`src/rtl/gray_arbiter.sv`:
```
// gray_arbiter: round-robin front end for a shared 3-bit Gray step counter.
// Two requesters compete for the counter. The winner's step count is latched
// at grant, the counter is cleared, then enabled for exactly that many cycles.
// The final Gray value and overflow flag are captured once the counter settles.
// Every output comes straight from a register, so all outputs are Moore.
module gray_arbiter #(
    parameter int LEN_W = 4
) (
    input  logic             Clk,
    input  logic             Reset,
    input  logic [1:0]       Req,
    input  logic [LEN_W-1:0] Len0,
    input  logic [LEN_W-1:0] Len1,
    output logic [1:0]       Gnt,
    output logic             Busy,
    output logic             Done,
    output logic [2:0]       Result,
    output logic             Result_Ovf,
    output logic             Cnt_Reset,
    output logic             Cnt_En,
    input  logic [2:0]       Cnt_Value,
    input  logic             Cnt_Overflow
);

    typedef enum logic [2:0] {
        IDLE   = 3'd0,
        CLEAR  = 3'd1,
        RUN    = 3'd2,
        SETTLE = 3'd3,
        DONE   = 3'd4
    } state_t;

    state_t           state;
    logic [LEN_W-1:0] rem;
    logic             last;
    logic             winner;

    // Arbitration: a lone request wins outright; on a tie the requester
    // that was not served last wins.
    always_comb begin
        winner = Req[1];
        if (Req == 2'b11) begin
            winner = ~last;
        end
    end

    // Control FSM; every output is a flop updated on the transition that
    // enters the state it decodes.
    always_ff @(posedge Clk or negedge Reset) begin
        if (!Reset) begin
            state      <= IDLE;
            Gnt        <= 2'b00;
            Busy       <= 1'b0;
            Done       <= 1'b0;
            Cnt_Reset  <= 1'b0;
            Cnt_En     <= 1'b0;
            Result     <= 3'b000;
            Result_Ovf <= 1'b0;
            last       <= 1'b1;
            rem        <= '0;
        end else begin
            case (state)
                IDLE: begin
                    if (Req != 2'b00) begin
                        Gnt       <= winner ? 2'b10 : 2'b01;
                        rem       <= winner ? Len1 : Len0;
                        Busy      <= 1'b1;
                        Cnt_Reset <= 1'b1;
                        state     <= CLEAR;
                    end
                end
                CLEAR: begin
                    // The counter clears at this edge; a zero-length request
                    // skips RUN so the enable never pulses.
                    Cnt_Reset <= 1'b0;
                    if (rem != '0) begin
                        Cnt_En <= 1'b1;
                        state  <= RUN;
                    end else begin
                        state  <= SETTLE;
                    end
                end
                RUN: begin
                    rem <= rem - LEN_W'(1);
                    if (rem == LEN_W'(1)) begin
                        Cnt_En <= 1'b0;
                        state  <= SETTLE;
                    end
                end
                SETTLE: begin
                    // The last enabled step has landed; capture it.
                    Result     <= Cnt_Value;
                    Result_Ovf <= Cnt_Overflow;
                    Done       <= 1'b1;
                    state      <= DONE;
                end
                DONE: begin
                    last  <= Gnt[1];
                    Gnt   <= 2'b00;
                    Done  <= 1'b0;
                    Busy  <= 1'b0;
                    state <= IDLE;
                end
                default: begin
                    Gnt       <= 2'b00;
                    Busy      <= 1'b0;
                    Done      <= 1'b0;
                    Cnt_Reset <= 1'b0;
                    Cnt_En    <= 1'b0;
                    state     <= IDLE;
                end
            endcase
        end
    end

endmodule
```
`config.mk`:
```
export PLATFORM = sky130hd
export DESIGN_NAME = gray_arbiter
export DESIGN_NICKNAME = d
export VERILOG_FILES = /design/src/rtl/gray_arbiter.sv
export SDC_FILE = /design/constraint.sdc
export NUM_CORES = 1
export LEC_CHECK = 0
export ABC_AREA = 0
export BUFFER_PORTS_ARGS = -buffer_cell sky130_fd_sc_hd__buf_2
export CAP_MARGIN = 20
export CORE_ASPECT_RATIO = 0.8
export CORE_MARGIN = 8
export CORE_UTILIZATION = 50
export DETAILED_ROUTE_END_ITERATION = 7
export GPL_ROUTABILITY_DRIVEN = 0
export GPL_TIMING_DRIVEN = 0
export MAX_ROUTING_LAYER = met4
export PLACE_DENSITY = 0.84
export SYNTH_ARGS = -nofsm -noshare
export SYNTH_HDL_FRONTEND = slang
export SYNTH_SLANG_ARGS = --single-unit
export TNS_END_PERCENT = 5
```
`constraint.sdc`:
```
create_clock -name Clk -period 1.7 [get_ports Clk]
set_input_delay 0.17 -clock Clk [delete_from_list [all_inputs] [get_ports Clk]]
set_output_delay 0.17 -clock Clk [all_outputs]
set_load 0.005 [all_outputs]
```
==> out/qor.yml, run 1 <==
status:
  outcome: "completed"
sta:
  fin_crit_ps: 1440
  finalCritPeriodShare_pct: 84.5
  worst_pin_slew_ps: 412
  finalHoldViolations: 0
  skew_ps: 3.99
  max_freq_mhz: 696
  relSlewSlack_pct: 72.5
  fin_ws_ps: 264
  rsz0062_at_grt: "no"
  setup_tns_ps: 0
  setup-violations-final: 0
  drv_slew: 0
cts:
  clock_latency_ps: 290
  clk_pin_slew_worst_paths_ps: 110
  root_buffer: "clkbuf_4"
  clock_path_buffers: 2
  cts.htree.levels: 1
  cts_sinks: 18
  cts_tree: "done"
  cts_buffers: 3
  cts-resized-gates: 0
die:
  fp.dieArea_mm2: 0.00350
  num_rows: 14
  dieHeight_um: 54.5
  core_mm2: 0.00182
  dieWidth_um: 64.2
  start_util_pct: 51.0
  pin_count: 26
yosys:
  synth.area.top_cells: "dfrtp_1 46%, mux2_2 6.1%, o21ai_0 4.9%"
  avgSynthCellArea_um2: 10.8
  netlist.area_leader.share_pct: 45.8
  ys_seq_elements: 18
  seq_area_frac_synth_pct: 48.7
  yosysUniqueCellTypes: 35
  netlist_area_um2: 928
  netlist_instances: 86
  synth_warnings: 0
  synth_nets: 104
  yosysTopAreaCell: "dfrtp_1"
final_layout:
  drive_gt1_share_pct: 38.8
  antenna-diode-count: 0
  seqCellArea_um2: 452
  fillers: 153
  multi_input_area_um2: 434
  syn2layout_area_growth_pct: 21.7
  final_nets: 135
  final_area_mm2: 0.00113
global_route:
  antenna_found_initial: 0
  grt_pass1_wl_um: 3610
  grt_usage_pct: 13.3
  grt_max_degree: 19
  grt_overflow: 0
  grt_pass1_vias: 871
critical_path:
  worst-path-max-fanout: 5
  rr_worst_depth: 4
  crit_required_ps: 1870
  critPathArrivalTime_ps: 1610
  startpoint_type: "flop"
  path_class: "reg -> reg"
  endpoint_kind: "flop"
detailed_routing:
  wirelength_um: 2190
  drtAntennaViolNets: 0
  drt_iter0_markers: 27
  viasPerCell: 5.72
  wl_per_cell_um: 15.6
  dr_total_vias: 801
  first_pass_iters: 5
  drc_errors: 0
placed_design:
  dp_hpwl_um: 1610
  port_buffers: 25
  placed_area_mm2: 0.00108
  place_ws_ps: 325
power_and_ir_drop:
  power_leakage_nw: 0.527
  finalPower_mw: 2.14
  p_per_area_mw_per_mm2: 1890
  ir_worst_vdd_mv: 1.00
job:
  drv_cap: 0
min_path:
  min_path_cells: 2
  holdCritPathClass: "in -> reg"
-- kinds of logic (layout without fill, tap and decap cells) --
| family | Yosys count | after routing | synth area share, % |
|---|---|---|---|
| AOI/OAI and AO/OA | 27 | 27 | 19.5 |
| and+or+nand+nor | 22 | 22 | 14.2 |
| DFF | 18 | 18 | 48.7 |
| muxes | 8 | 8 | 9.43 |
| buffers and inverters | 8 | 38 | 4.58 |
| adders and majority gates | 2 | 2 | 2.69 |
| xor gates and xnor gates | 1 | 1 | 0.944 |
-- cells in the final DEF, fill, tap and decap left out, types with 2 or more instances in the layout --
cell type and n:
nor2_1 5, buf_2 26, ha_1 2, o21ai_0 9
a211oi_1 2, mux2_2 5, inv_1 5, o21ai_1 2
nand3_1 2, nand2_1 6, clkbuf_4 3, dfrtp_1 17
mux2i_1 2, a21oi_1 6
-- critical path, cell delays in order, from the launching register on --
cell,delay (ps)
dfrtp_1,450
nor2_1,300
nand2_1,170
a211oi_1,250
o22ai_1,130
-- cell usage after synthesis --
| cell | n |
|---|---|
| o22ai_1 | 1 |
| a21oi_1 | 6 |
| buf_6 | 1 |
| nand2_1 | 6 |
| a311oi_1 | 1 |
| a21boi_4 | 1 |
| nand3b_2 | 1 |
| mux2_2 | 5 |
| nor2_1 | 5 |
| o21ai_1 | 2 |
| dfstp_2 | 1 |
| ha_1 | 2 |
| a22oi_1 | 1 |
| nor3_1 | 1 |
| nand2b_1 | 1 |
| nand3_1 | 2 |
| a211oi_1 | 2 |
| o21ba_2 | 1 |
| a221oi_2 | 1 |
| or3_1 | 1 |
| mux2_1 | 1 |
| o211ai_1 | 1 |
| nor4b_2 | 1 |
| mux2i_1 | 2 |
| buf_4 | 1 |
| buf_2 | 1 |
| o21ai_0 | 9 |
| dfrtp_1 | 17 |
| nor3_4 | 1 |
| nor2_2 | 1 |
| nor2b_1 | 1 |
| xnor2_1 | 1 |
| o21bai_1 | 1 |
| inv_1 | 5 |
| nand3b_1 | 1 |
-- routing by layer --
layer	vias up	GRT usage, %	share of wire, %
li1	367	-	-
met1	386	14.1	41
met2	40	23.8	49
met3	8	3.07	7.6
met4	0	6.14	1.7
met5	-	-	0
-- power by group --
part / internal, mW / switching [mW] / leakage [nW] / total (mW)
logic: 0.484 / 0.566 / 0.296 / 1.05
registers: 0.653 / 0.169 / 0.211 / 0.822
clock network: 0.130 / 0.137 / 0.0210 / 0.268
-- state kept, by name, summed over array words and instances (netlist names) --
name and flops:
last 1, Result 3, rem 4, Busy 1
Cnt_En 1, Cnt_Reset 1, Gnt 2, state 3
Done 1, Result_Ovf 1
-- timing repair --
action | in CTS | in global routing
hold endpoints to repair | 17 | 0
setup buffers | 0 | 0
hold buffers | 1 | 0
-- metrics by stage --
stage	cells	hold WS [ps]	util [%]
floorplan	86	-126	-
global placement	135	120	59.5
detailed placement	135	128	59.5
CTS	140	101	62.0
global route	140	106	62.0
finish	140	101	62.0
-- area by class of cell --
class	instances	share of cell area (%)
Buffer	3	2.10
Timing Repair Buffer	26	12.0
Sequential cell	18	40.0
Tap cell	24	2.66
Inverter	5	1.66
Clock buffer	4	3.21
Multi-Input combinational cell	60	38.4
-- final timing paths --
path | start | end | slack, ps
worst max register to register | state[2]$_DFFE_PN0P_ | rem[1]$_DFFE_PN0P_ | 260
max in group asynchronous | Reset | last$_DFFE_PN1P_ | 1050
worst min-delay path | Cnt_Value[1] | Result[1]$_DFFE_PN0P_ | 100
worst min register to register | Result[1]$_DFFE_PN0P_ | Result[1]$_DFFE_PN0P_ | 520
worst max-delay path | state[2]$_DFFE_PN0P_ | rem[1]$_DFFE_PN0P_ | 260
min in group asynchronous | Reset | rem[2]$_DFFE_PN0P_ | 330
(Power assumes the default switching activity.)
==> run 2, diff against run 1 <==
clock period = 1.5 ns   (was 1.7 ns; I/O delays follow)
==> out/qor.yml, run 2 (synthesis results as in run 1) <==
status:
  outcome: "completed"
final_layout:
  final_common_cell: "buf_2"
  drive_gt1_share_pct: 39.7  # +0.86 points
  antenna-diode-count: 0  # unchanged
  top_register: "rem"
  final_nets: 135  # unchanged
  syn2layout_area_growth_pct: 22.0
  top_regs: "rem (4), Result (3), state (3)"
  largest_reg_flops: 4  # unchanged
  final_util_pct: 62.2  # +0.14 points
  final_cell_mix: "26 x buf_2, 17 x dfrtp_1, 9 x o21ai_0"
cts:
  cts_sinks: 18  # unchanged
  root_buffer: "clkbuf_4"
  clk_pin_slew_worst_paths_ps: 110  # about the same
  cts_buffers: 3  # unchanged
  clock_latency_ps: 290  # about the same
  cts.htree.levels: 1  # unchanged
  post-cts-setup-buffers: 0  # unchanged
  cts_tree: "done"
  clock_path_buffers: 2  # unchanged
sta:
  finalCritPeriodShare_pct: 90.3  # +5.8 points
  setup_tns_ps: 0  # unchanged
  finalHoldViolations: 0  # unchanged
  skew_ps: 0.724  # -3.27 ps
  max_freq_mhz: 739  # +6.1%
  rsz0062_at_grt: "no"
  worst_pin_slew_ps: 407  # -4.60 ps
  setup-violations-final: 0  # unchanged
  relSlewSlack_pct: 72.8  # +0.31 points
  holdWs_ps: 82.4  # -18.7 ps
  drv_slew: 0  # unchanged
  fin_crit_ps: 1350  # -82.0 ps
  fin_ws_ps: 146  # -118 ps
global_route:
  grt_pass1_vias: 871  # unchanged
  grt_pass1_wl_um: 3610  # unchanged
  grt_max_degree: 19  # unchanged
  grt_overflow: 0  # unchanged
  antenna_found_initial: 0  # unchanged
  grt_usage_pct: 13.3  # unchanged
critical_path:
  endpoint_kind: "flop"
  startpoint_type: "flop"
  worst-path-max-fanout: 5  # unchanged
  rr_worst_depth: 4  # unchanged
  rrSetupSlack_ps: 150  # -120 ps
  critPathArrivalTime_ps: 1520  # -90 ps
  crit_required_ps: 1670  # -200 ps
  path_class: "reg -> reg"
  r2r_start: "state[2]$_DFFE_PN0P_"
  reg2reg_to: "rem[1]$_DFFE_PN0P_"
die:
  dieHeight_um: 54.5  # unchanged
  fp.dieArea_mm2: 0.00350  # unchanged
  core_mm2: 0.00182  # unchanged
  dieWidth_um: 64.2  # unchanged
  num_rows: 14  # unchanged
  start_util_pct: 51.0  # unchanged
  pin_count: 26  # unchanged
detailed_routing:
  wl_per_cell_um: 15.5  # -1.0%
  wirelength_um: 2170  # -1.0%
  drc_errors: 0  # unchanged
  first_pass_iters: 4  # -1
  drt_iter0_markers: 28  # +3.7%
  viasPerCell: 5.85  # +2.2%
  dr_total_vias: 819  # +2.2%
  drtAntennaViolNets: 0  # unchanged
placed_design:
  port_buffers: 25  # unchanged
  place_ws_ps: 125  # -200 ps
  dp_hpwl_um: 1610  # unchanged
min_path:
  min-delay-start: "Cnt_Value[1]"
  holdCritPathClass: "in -> reg"
  min_path_cells: 2  # unchanged
  hold_path_end: "Result[1]$_DFFE_PN0P_"
power_and_ir_drop:
  power_leakage_nw: 0.528  # about the same
  p_per_area_mw_per_mm2: 2140  # +13%
  ir_worst_vdd_mv: 1.14  # +14%
job:
  drv_cap: 0  # unchanged
## run 2: cell counts in the layout (fill, tap and decap cells not counted)
Identical to the previous run, type by type.
## run 2: how the worst max path moves through the flow
| stage | startpoint | end | slack [ps] |
|---|---|---|---|
| 6_report | state[2]$_DFFE_PN0P_ | rem[1]$_DFFE_PN0P_ | 150 |
| 5_1_grt | rem[0]$_DFFE_PN0P_ | rem[2]$_DFFE_PN0P_ | 70 |
| 2_1_floorplan | last$_DFFE_PN1P_ | rem[0]$_DFFE_PN0P_ | 330 |
| 4_1_cts | state[2]$_DFFE_PN0P_ | rem[1]$_DFFE_PN0P_ | 120 |
| 3_3_place_gp | state[2]$_DFFE_PN0P_ | rem[1]$_DFFE_PN0P_ | 190 |
| 3_5_place_dp | state[2]$_DFFE_PN0P_ | rem[1]$_DFFE_PN0P_ | 130 |
## run 2: worst max-delay path: stages, from the launching register on
cell and delay [ps]:
dfrtp_1 470, nor2_2 230, nand2_1 150, a211oi_1 250, o22ai_1 130
## run 2: metal layers
layer	global-route usage, %	part of all wire, %	up-vias
met5	-	0	-
met4	6.14	3.0	0
met3	3.07	7.0	16
met2	23.8	49	43
met1	14.1	41	392
li1	-	-	368
## run 2: metrics by stage
step	instance area (um^2)	cells	power, mW
floorplan	928	86	1.74
global placement	1080	135	2.03
detailed placement	1080	135	2.11
CTS	1130	140	2.42
global route	1130	140	2.61
finish	1130	140	2.43
## run 2: final cells by class
class	count	area, um^2
buffer	3	23.8
sequential	18	452
multi-input combinational	60	437
tap	24	30.0
clock buffer	4	36.3
inverter	5	18.8
timing repair buffer	26	135
fill	151	689
## run 2: where the power goes
| part | internal, mW | leakage, nW | total (mW) | switching, mW |
|---|---|---|---|---|
| Combinational | 0.551 | 0.296 | 1.19 | 0.639 |
| Sequential | 0.740 | 0.211 | 0.937 | 0.197 |
| Clock | 0.148 | 0.0210 | 0.301 | 0.153 |
## run 2: what timing repair did
item,4_1_cts,5_1_grt
hold endpoints to repair,17,0
endpoints found under the setup margin,0,1
gates resized for setup,0,1
hold buffers,1,0
